$ cat src/rtl/conv_group_acc_pkg.sv
// Shared defaults, sideband layout and a constant log2 helper for the
// convolution group-sum datapath.
package conv_group_acc_pkg;

  localparam int DEF_NUM_IN = 4;
  localparam int DEF_IN_W   = 16;
  localparam int DEF_OUT_W  = 20;

  typedef struct packed {
    logic vld;
    logic first;
    logic last;
  } sb_t;

  localparam int SB_BITS = $bits(sb_t);

  function automatic int clog2(input int n);
    int r;
    int v;
    r = 0;
    v = 1;
    while (v < n) begin
      v = v << 1;
      r = r + 1;
    end
    return r;
  endfunction

endpackage

$ cat src/rtl/conv_adder_tree.sv
// Registered signed pairwise adder tree, log2(NUM_IN) cycles, always enabled
// (no backpressure); an opaque sideband bus travels alongside with equal delay.
module conv_adder_tree
  import conv_group_acc_pkg::*;
#(
  parameter int NUM_IN  = DEF_NUM_IN,
  parameter int IN_W    = DEF_IN_W,
  parameter int SB_W    = SB_BITS,
  localparam int LVLS   = clog2(NUM_IN),
  localparam int SUM_W  = IN_W + LVLS
) (
  input  logic                     clk,
  input  logic                     rst,
  input  logic [NUM_IN*IN_W-1:0]   i_data,
  input  logic [SB_W-1:0]          i_sb,
  output logic signed [SUM_W-1:0]  o_sum,
  output logic [SB_W-1:0]          o_sb
);

  // Heap layout: node k sums children 2k and 2k+1; leaves NUM_IN..2*NUM_IN-1
  // are the input lanes, node 1 is the root. Every leaf sits L levels deep.
  logic signed [SUM_W-1:0] w_node [1:2*NUM_IN-1];
  logic signed [SUM_W-1:0] r_node [1:NUM_IN-1];
  logic [SB_W-1:0]         r_sb   [1:LVLS];

  always_comb begin
    for (int k = 1; k < NUM_IN; k++) begin
      w_node[k] = r_node[k];
    end
    for (int i = 0; i < NUM_IN; i++) begin
      w_node[NUM_IN + i] = SUM_W'($signed(i_data[i*IN_W +: IN_W]));
    end
  end

  always_ff @(posedge clk or posedge rst) begin
    if (rst) begin
      for (int k = 1; k < NUM_IN; k++) begin
        r_node[k] <= '0;
      end
      for (int k = 1; k <= LVLS; k++) begin
        r_sb[k] <= '0;
      end
    end else begin
      for (int k = 1; k < NUM_IN; k++) begin
        r_node[k] <= w_node[2*k] + w_node[2*k+1];
      end
      r_sb[1] <= i_sb;
      for (int k = 2; k <= LVLS; k++) begin
        r_sb[k] <= r_sb[k-1];
      end
    end
  end

  assign o_sum = w_node[1];
  assign o_sb  = r_sb[LVLS];

endmodule

$ cat src/rtl/conv_group_acc.sv
// Reduces NUM_IN lanes per beat and accumulates beats framed by first/last into
// one saturating/wrapping group sum; latency log2(NUM_IN)+1, no backpressure.
module conv_group_acc
  import conv_group_acc_pkg::*;
#(
  parameter int NUM_IN  = DEF_NUM_IN,
  parameter int IN_W    = DEF_IN_W,
  parameter int OUT_W   = DEF_OUT_W,
  parameter bit SAT_EN  = 1'b1
) (
  input  logic                     clk,
  input  logic                     rst,
  input  logic                     in_valid,
  input  logic                     in_first,
  input  logic                     in_last,
  input  logic [NUM_IN*IN_W-1:0]   in_data,
  output logic                     out_valid,
  output logic signed [OUT_W-1:0]  out_data,
  output logic                     out_overflow
);

  localparam int LVLS  = clog2(NUM_IN);
  localparam int SUM_W = IN_W + LVLS;
  localparam logic signed [OUT_W-1:0] SAT_MAX = {1'b0, {(OUT_W-1){1'b1}}};
  localparam logic signed [OUT_W-1:0] SAT_MIN = {1'b1, {(OUT_W-1){1'b0}}};

  logic [NUM_IN*IN_W-1:0]  r_in_data;
  sb_t                     r_in_sb;
  sb_t                     w_sb_out;
  logic signed [SUM_W-1:0] w_sum;

  logic signed [OUT_W-1:0] r_acc;
  logic                    r_open;
  logic                    r_sticky;

  logic                    w_fresh;
  logic signed [OUT_W:0]   w_acc_ext;
  logic signed [OUT_W:0]   w_sum_ext;
  logic signed [OUT_W:0]   w_n;
  logic                    w_ovf;
  logic signed [OUT_W-1:0] w_n_fit;
  logic                    w_sticky;

  // Boundary capture stage from the PE array; the tree then adds L levels.
  always_ff @(posedge clk or posedge rst) begin
    if (rst) begin
      r_in_data <= '0;
      r_in_sb   <= '0;
    end else begin
      r_in_data <= in_data;
      r_in_sb   <= '{vld: in_valid, first: in_first, last: in_last};
    end
  end

  conv_adder_tree #(
    .NUM_IN (NUM_IN),
    .IN_W   (IN_W),
    .SB_W   (SB_BITS)
  ) u_tree (
    .clk    (clk),
    .rst    (rst),
    .i_data (r_in_data),
    .i_sb   (r_in_sb),
    .o_sum  (w_sum),
    .o_sb   (w_sb_out)
  );

  // A beat with no group open behaves as an implicit first.
  always_comb begin
    w_fresh   = w_sb_out.first || !r_open;
    w_sum_ext = (OUT_W+1)'(w_sum);
    w_acc_ext = w_fresh ? '0 : (OUT_W+1)'(r_acc);
    w_n       = w_acc_ext + w_sum_ext;
    w_ovf     = (w_n[OUT_W] != w_n[OUT_W-1]);
    if (SAT_EN && w_ovf) begin
      w_n_fit = w_n[OUT_W] ? SAT_MIN : SAT_MAX;
    end else begin
      w_n_fit = w_n[OUT_W-1:0];
    end
    w_sticky  = w_ovf || (!w_fresh && r_sticky);
  end

  always_ff @(posedge clk or posedge rst) begin
    if (rst) begin
      r_acc        <= '0;
      r_open       <= 1'b0;
      r_sticky     <= 1'b0;
      out_valid    <= 1'b0;
      out_data     <= '0;
      out_overflow <= 1'b0;
    end else begin
      out_valid <= 1'b0;
      if (w_sb_out.vld) begin
        if (w_sb_out.last) begin
          out_valid    <= 1'b1;
          out_data     <= w_n_fit;
          out_overflow <= w_sticky;
          r_acc        <= '0;
          r_open       <= 1'b0;
          r_sticky     <= 1'b0;
        end else begin
          r_acc        <= w_n_fit;
          r_open       <= 1'b1;
          r_sticky     <= w_sticky;
        end
      end
    end
  end

endmodule

$ cat config.mk
export PLATFORM = sky130hd
export DESIGN_NAME = conv_group_acc
export DESIGN_NICKNAME = d
export VERILOG_FILES = /design/src/rtl/conv_group_acc_pkg.sv /design/src/rtl/conv_adder_tree.sv /design/src/rtl/conv_group_acc.sv
export SDC_FILE = /design/constraint.sdc
export NUM_CORES = 1
export LEC_CHECK = 0
export ABC_CLOCK_PERIOD_IN_PS = 5700
export BUFFER_PORTS_ARGS = -buffer_cell sky130_fd_sc_hd__buf_4
export CAP_MARGIN = 30
export CELL_PAD_IN_SITES_DETAIL_PLACEMENT = 0
export CELL_PAD_IN_SITES_GLOBAL_PLACEMENT = 2
export CORE_ASPECT_RATIO = 1.5
export CORE_MARGIN = 2
export CORE_UTILIZATION = 35
export CTS_BUF_LIST = sky130_fd_sc_hd__clkbuf_16
export CTS_CLUSTER_SIZE = 14
export DETAILED_ROUTE_END_ITERATION = 16
export PLACE_DENSITY_LB_ADDON = 0.1
export SYNTH_ARGS = -nofsm -noshare
export SYNTH_HDL_FRONTEND = slang
export SYNTH_HIERARCHICAL = 1
export SYNTH_SLANG_ARGS = --single-unit
$ cat constraint.sdc
create_clock -name clk -period 5.7 [get_ports clk]
set_input_delay 0.855 -clock clk [delete_from_list [all_inputs] [get_ports clk]]
set_output_delay 0.855 -clock clk [all_outputs]
set_load 0.05 [all_outputs]
==> results.ini, run 1 <==
[clock_network]
clkTransAtPathRegs_ns=0.07
clk_latency_ns=0.43
cts_sinks=169
cts_max_path_buffers=2
cts_tree=done
cts.repair.resized=0
h-tree-depth=4
postCtsSetupRepairBufs=0
cts_buffers=17
cts-root-buf=clkbuf_16
hold_buffers=0

[synthesis]
ys_top_cells_by_area=dfrtp_1 (50%), ha_1 (10%), xnor2_1 (3.3%), a21oi_1 (3.1%), nand2_1 (2.5%)
synthFlopType=dfrtp_1
ys_ff_latch=169
netlist.area_leader.share_pct=49.5
ys_seq_area_share_pct=49.5
syn_avg_cell_area_sq_um=10.9
synth_top_cell_by_area=dfrtp_1
synthArstFlopShare_pct=100
syn_area_sq_mm=0.00854
syn-num-nets=928
syn_inst=786
synth.most_common_cell=dfrtp_1
yosysWarnings=6
synth_cell_types=78
synthTopCellsByCount=dfrtp_1 (169), ha_1 (69), nand2_1 (57), a21oi_1 (53), nor2_1 (50)
synth_edf_count=0

[sta]
period_share_pct=66.0
timing.fmax_mhz=266
final_max_slew_viol_count=0
rsz0062_at_grt=false
hold_ws_ns=0.344
fin_crit_ns=3.76
tns_ns=0
fin_skew_ns=0.0107
maxSlewHeadroom_pct=42.0
finalHoldViolCount=0
worst_slew_pin_slew_ns=0.868
final-setup-viol-count=0

[min_path]
hp-class=flip-flop to flip-flop
hold-path-cell-count=0
worstHoldStart=u_tree/r_sb[3]$_DFF_PP0_
min_to=u_tree/o_sb[0]$_DFF_PP0_

[route]
avgRoutedWirePerCell_um=15.9
detail-route-antenna-nets=0
drt-initial-drc-count=198
dr.pass1.iters=4
vias=5940
routed_wl_um=19000
vias_per_cell=4.97
drcViolationCount=0

[final_layout]
antenna_cells=0
multiInputGateArea_sq_mm=0.00395
area_growth_pct=16.7
register_area_sq_mm=0.00423
final_core_util_pct=41.2
nFillCells=2386
drive_above_1_share_pct=17.2
fin_nets=1001

[status]
outcome=finished clean

[power]
powerDensity_mw_per_mm2=445
power_mw=4.43
peakVddDrop_v=0.000262
p_leak_nw=4.57

[worst_setup_path]
worst-setup-path-type=flip-flop to flip-flop
slowest_stage=a211oi_1
path_cells=inv_1 -> nor2_1 -> buf_4 -> and2_1 -> ha_1 -> inv_1 -> fa_1 -> nor2b_1 -> o31ai_1 -> a211oi_1 -> o211a_1 -> o211ai_1 -> and2_1 -> maj3_1 -> o31ai_1
critPathMaxFanout=21
timing.rr.start=r_open$_DFFE_PP0P_
cp.required_ns=6.02
r2r_cells=15
timing.rr.end=r_acc[10]$_DFFE_PP0P_
regToRegSetupSlack_ns=1.94
crit_path_start_kind=flip-flop
max_stage_delay_ns=0.44
critPathCaptureType=flip-flop
cp.arrival_ns=4.08

[die]
rows=70
die_h_um=195
die_w_um=132
pin_count=91
initial_core_util_pct=35.3
fp.dieArea_sq_mm=0.0257
core_area_sq_mm=0.0242

[placement]
portBuffers=90
finalWeightedCongestion=0.834
dp_hpwl_um=15100

[global_route]
grt_usage_pct=15.5
grt_pass1_wl_um=31500
first_global_vias=6319
grt_max_degree=60
grt_overflow_total=0
grt_antenna_before_repair=0

[run]
cap_violations=0

-- registers in the layout, indices dropped and copies added (netlist names) --
register and count:
r_sticky 1, u_tree/r_sb 3, r_in_sb 3, out_data 20, out_valid 1, out_overflow 1, u_tree/o_sum 18, r_acc 20
r_open 1, u_tree/r_node 34, r_in_data 64, u_tree/o_sb 3
-- worst max path at each step --
stage                  startpoint                  endpoint  cells after the start
2_1_floorplan                 rst   out_data[0]$_DFFE_PP0P_                      1
3_3_place_gp   r_open$_DFFE_PP0P_  out_data[16]$_DFFE_PP0P_                     14
3_5_place_dp   r_open$_DFFE_PP0P_      r_acc[5]$_DFFE_PP0P_                     15
4_1_cts        r_open$_DFFE_PP0P_     r_acc[10]$_DFFE_PP0P_                     15
5_1_grt        r_open$_DFFE_PP0P_     r_acc[13]$_DFFE_PP0P_                     15
6_report       r_open$_DFFE_PP0P_     r_acc[10]$_DFFE_PP0P_                     15
-- area by class of cell --
| cell class | instances | share of cell area (%) |
|---|---|---|
| Sequential cell | 169 | 42.4 |
| Multi-Input combinational cell | 548 | 39.6 |
| Timing Repair Buffer | 94 | 7.08 |
| Clock buffer | 17 | 4.27 |
| Tap cell | 324 | 4.07 |
| Clock inverter | 15 | 1.42 |
| Inverter | 29 | 1.12 |
-- through the flow --
step           cells  worst slack, ns  area [sq um]
2_1_floorplan    786             1.91          8540
3_3_place_gp    1164             1.99          9400
3_5_place_dp    1164             1.90          9400
4_1_cts         1196             1.88          9960
5_1_grt         1196             1.64          9960
6_report        1196             1.94          9960
-- critical path: cells and delay by family (launching register included) --
kind / cells / cell delay, ns
AO/OA/AOI/OAI: 5 / 1.21
adder cells (fa/ha/maj): 3 / 1.00
AND/OR/NAND/NOR: 4 / 0.75
buffers and inverters: 3 / 0.35
flip-flops: 1 / 0.32
-- where the power goes --
group | internal, mW | total, mW | switching, mW
registers | 1.46 | 1.59 | 0.128
clock network | 0.609 | 1.11 | 0.499
logic | 0.667 | 1.73 | 1.06
-- cell usage in the layout (no fill, tap or decap), types with 5 or more instances in the layout --
| master | count |
|---|---|
| ha_1 | 69 |
| dfrtp_1 | 169 |
| o21bai_1 | 7 |
| inv_1 | 26 |
| o211ai_1 | 6 |
| nor3_1 | 10 |
| o2bb2ai_1 | 13 |
| a31oi_1 | 5 |
| a21oi_1 | 53 |
| xnor2_1 | 32 |
| nand2_1 | 57 |
| nand3_1 | 16 |
| o21a_1 | 13 |
| nor2_1 | 50 |
| buf_4 | 94 |
| clkbuf_16 | 17 |
| and2_1 | 22 |
| o21ai_1 | 16 |
| nor2b_1 | 7 |
| o31ai_1 | 10 |
| a21o_1 | 17 |
| xor2_1 | 19 |
| o21ai_0 | 38 |
| maj3_1 | 6 |
| a211oi_1 | 10 |
-- cells by family after synthesis --
| kind of cell | synth area share (%) |
|---|---|
| AO/OA/AOI/OAI | 17.8 |
| XOR/XNOR | 5.23 |
| adder cells (fa/ha/maj) | 11.9 |
| buffers and inverters | 4.24 |
| flip-flops | 49.5 |
| multiplexers | 0.410 |
| AND/OR/NAND/NOR | 10.9 |
-- per-layer routing --
metal / track usage, % / routed length [um] / share of wire (%) / up-vias
li1: - / - / - / 2933
met1: 15.9 / 7080 / 37 / 2866
met2: 30.6 / 10900 / 57 / 111
met3: 2.75 / 552 / 2.9 / 30
met4: 6.16 / 469 / 2.5 / 0
met5: 0 / 0 / 0 / -
Power figures use the tool's default switching activity.
==> inputs of run 2 (changes only) <==
- ABC_AREA: not set -> 1
- ABC_CLOCK_PERIOD_IN_PS: 5700 -> 3650
- clock period: 5.7 -> 3.65 ns (I/O delays scaled with it)
==> run 2 against run 1 <==
Compared with the run above: synthesized area rose by 8.4%; largest power group unchanged; sequential share of layout area fell by 3.3 points; global-route usage rose by 2.8 points; maximum frequency rose by 14%; via count rose by 22%; clock skew barely moved; worst hold slack got worse by 0.14 ns.
==> results.ini, run 2 <==
[clock_network]
clkTransAtPathRegs_ns=0.07
cts-root-buf=clkbuf_16
cts.repair.resized=0
cts_buffers=17
cts_max_path_buffers=2
postCtsSetupRepairBufs=0
clk_latency_ns=0.44
h-tree-depth=4
cts_tree=done
cts_sinks=169
hold_buffers=0

[sta]
timing.fmax_mhz=303
tns_ns=0
fin_ws_ns=0.347
fin_crit_ns=3.30
finalHoldViolCount=0
final-setup-viol-count=0
fin_skew_ns=0.0110
final_max_slew_viol_count=0
period_share_pct=90.5
worst_slew_pin_slew_ns=0.763
maxSlewHeadroom_pct=49.1
rsz0062_at_grt=false

[worst_setup_path]
cp.arrival_ns=3.67
max_stage_delay_ns=0.40
regToRegSetupSlack_ns=0.35
slowest_stage=fa_1
crit_end=r_acc[12]$_DFFE_PP0P_
cp_common_cell=nand2_1
r2r_cells=16
cp.required_ns=4.02
crit_start=u_tree/o_sb[1]$_DFF_PP0_
timing.rr.end=r_acc[12]$_DFFE_PP0P_
critPathCaptureType=flip-flop
path_cells=nor2_1 -> inv_1 -> nor2_1 -> ha_1 -> inv_1 -> fa_1 -> inv_1 -> nand3_1 -> nand2_1 -> a21oi_1 -> o21ai_0 -> xor2_1 -> nand2_1 -> nand2_1 -> nand2_1 -> o21ai_1
critPathMaxFanout=20
worst-setup-path-type=flip-flop to flip-flop
crit_path_start_kind=flip-flop
timing.rr.start=u_tree/o_sb[1]$_DFF_PP0_

[final_layout]
largest_reg_flops=64
reg_top3=r_in_data x64, u_tree/r_node x34
area_growth_pct=16.6
antenna_cells=0
drive_above_1_share_pct=12.8
mostFrequentLayoutCells=nand2_1 (401), dfrtp_1 (169), inv_1 (122)
final_cell_area_sq_mm=0.0108
fin_nets=1364
top_register=r_in_data
layout_commonest_cell=nand2_1

[global_route]
grt_max_degree=66
first_global_vias=7798
grt_usage_pct=18.3
grt_overflow_total=0
grt_pass1_wl_um=38400
grt_antenna_before_repair=0

[synthesis]
synth-simple-area-share_pct=26.8
synth_top_cell_by_area=dfrtp_1
ys_top_cells_by_area=dfrtp_1 (46%), nand2_1 (16%), ha_1 (9.3%), inv_1 (5.0%), nor2_1 (3.7%)
synthFlopType=dfrtp_1
synth_fa_ha_area_share_pct=10.2
synthArstFlopShare_pct=100
yosysWarnings=6
ys_ff_latch=169
synthTopCellsByCount=nand2_1 (401), dfrtp_1 (169), inv_1 (124), nor2_1 (92), ha_1 (69)
syn_area_sq_mm=0.00926
synthXorXnorAreaFrac_pct=3.50
synth_mux_area_share_pct=0
netlist.area_leader.share_pct=45.7
synth_cell_types=34
ys_seq_area_share_pct=45.7
synth_top_family_by_area=simple AND/OR/NAND/NOR gates
synth_compound_area_share_pct=6.19
syn-num-nets=1281
synth.most_common_cell=nand2_1
syn_avg_cell_area_sq_um=8.13
syn_inst=1139
synth_edf_count=0

[die]
die_h_um=203
fp.dieArea_sq_mm=0.0278
core_area_sq_mm=0.0259
die_w_um=137
rows=72
pin_count=91
initial_core_util_pct=35.7

[route]
vias_per_cell=4.61
wirelength_met1_um=8340
top_layer=met4
avgRoutedWirePerCell_um=14.9
dr_wl_met3_um=501
wl_met2_um=13800
routed_wl_um=23300
vias=7225
drcViolationCount=0
detail-route-antenna-nets=0
drt-initial-drc-count=191
dr.pass1.iters=6

[placement]
finalWeightedCongestion=0.792
dp_hpwl_um=18700
placed_cell_area_sq_mm=0.0102
portBuffers=90
place_ws_ns=0.331

[power]
peakVddDrop_v=0.000343
p_leak_nw=5.84
powerDensity_mw_per_mm2=706
power_mw=7.63

[status]
outcome=finished clean

[min_path]
hp-class=input port to asynchronous set/reset pin

[run]
cap_violations=0

[run 2: worst min path at each step]
stage                                        start                       end
after floorplan           u_tree/r_sb[3]$_DFF_PP0_  u_tree/o_sb[0]$_DFF_PP0_
after global placement    u_tree/r_sb[5]$_DFF_PP0_  u_tree/o_sb[2]$_DFF_PP0_
after detailed placement      r_in_sb[1]$_DFF_PP0_  u_tree/r_sb[4]$_DFF_PP0_
after CTS                              in_data[13]   r_in_data[13]$_DFF_PP0_
after global routing                   in_data[29]   r_in_data[29]$_DFF_PP0_
final                                          rst  u_tree/r_sb[5]$_DFF_PP0_
[run 2: per-stage QoR]
stage | util [%] | instances | hold slack, ns
5_1_grt | 41.6 | 1566 | 0.186
6_report | 41.6 | 1566 | 0.199
3_3_place_gp | 39.3 | 1536 | 0.333
3_5_place_dp | 39.3 | 1536 | 0.336
4_1_cts | 41.6 | 1566 | 0.185
2_1_floorplan | - | 1139 | 0.331
[run 2: logic make-up after synthesis]
family,count (synthesis)
AND/OR/NAND/NOR,596
XOR/XNOR,37
buffers and inverters,158
adder cells (fa/ha/maj),73
flip-flops,169
AO/OA/AOI/OAI,106
[run 2: final cells by class]
class | instances | area [sq um]
fillers | 2715 | 15200
multi-input cells | 812 | 4330
flip-flops and latches | 169 | 4230
repair buffers | 98 | 748
inverters | 124 | 468
clock buffers | 17 | 425
well taps | 333 | 417
clock inverters | 13 | 179
[run 2: metal layers]
layer  track usage (%)  vias up
li1                  -     3729
met1              18.0     3370
met2              37.0       95
met3              2.88       31
met4              6.92        0
met5                 0        -
[run 2: worst max-delay path, delay by kind of cell (launching register included)]
family / cells / cell delay [ns]
AND/OR/NAND/NOR: 7 / 0.83
adder cells (fa/ha/maj): 2 / 0.62
AO/OA/AOI/OAI: 3 / 0.60
buffers and inverters: 3 / 0.51
flip-flops: 1 / 0.37
XOR/XNOR: 1 / 0.29
[run 2: power breakdown]
part | switching, mW | total [mW] | internal (mW)
clock | 0.734 | 1.87 | 1.13
combinational | 2.19 | 3.25 | 1.07
sequential | 0.209 | 2.50 | 2.30
total | 3.13 | 7.63 | 4.50
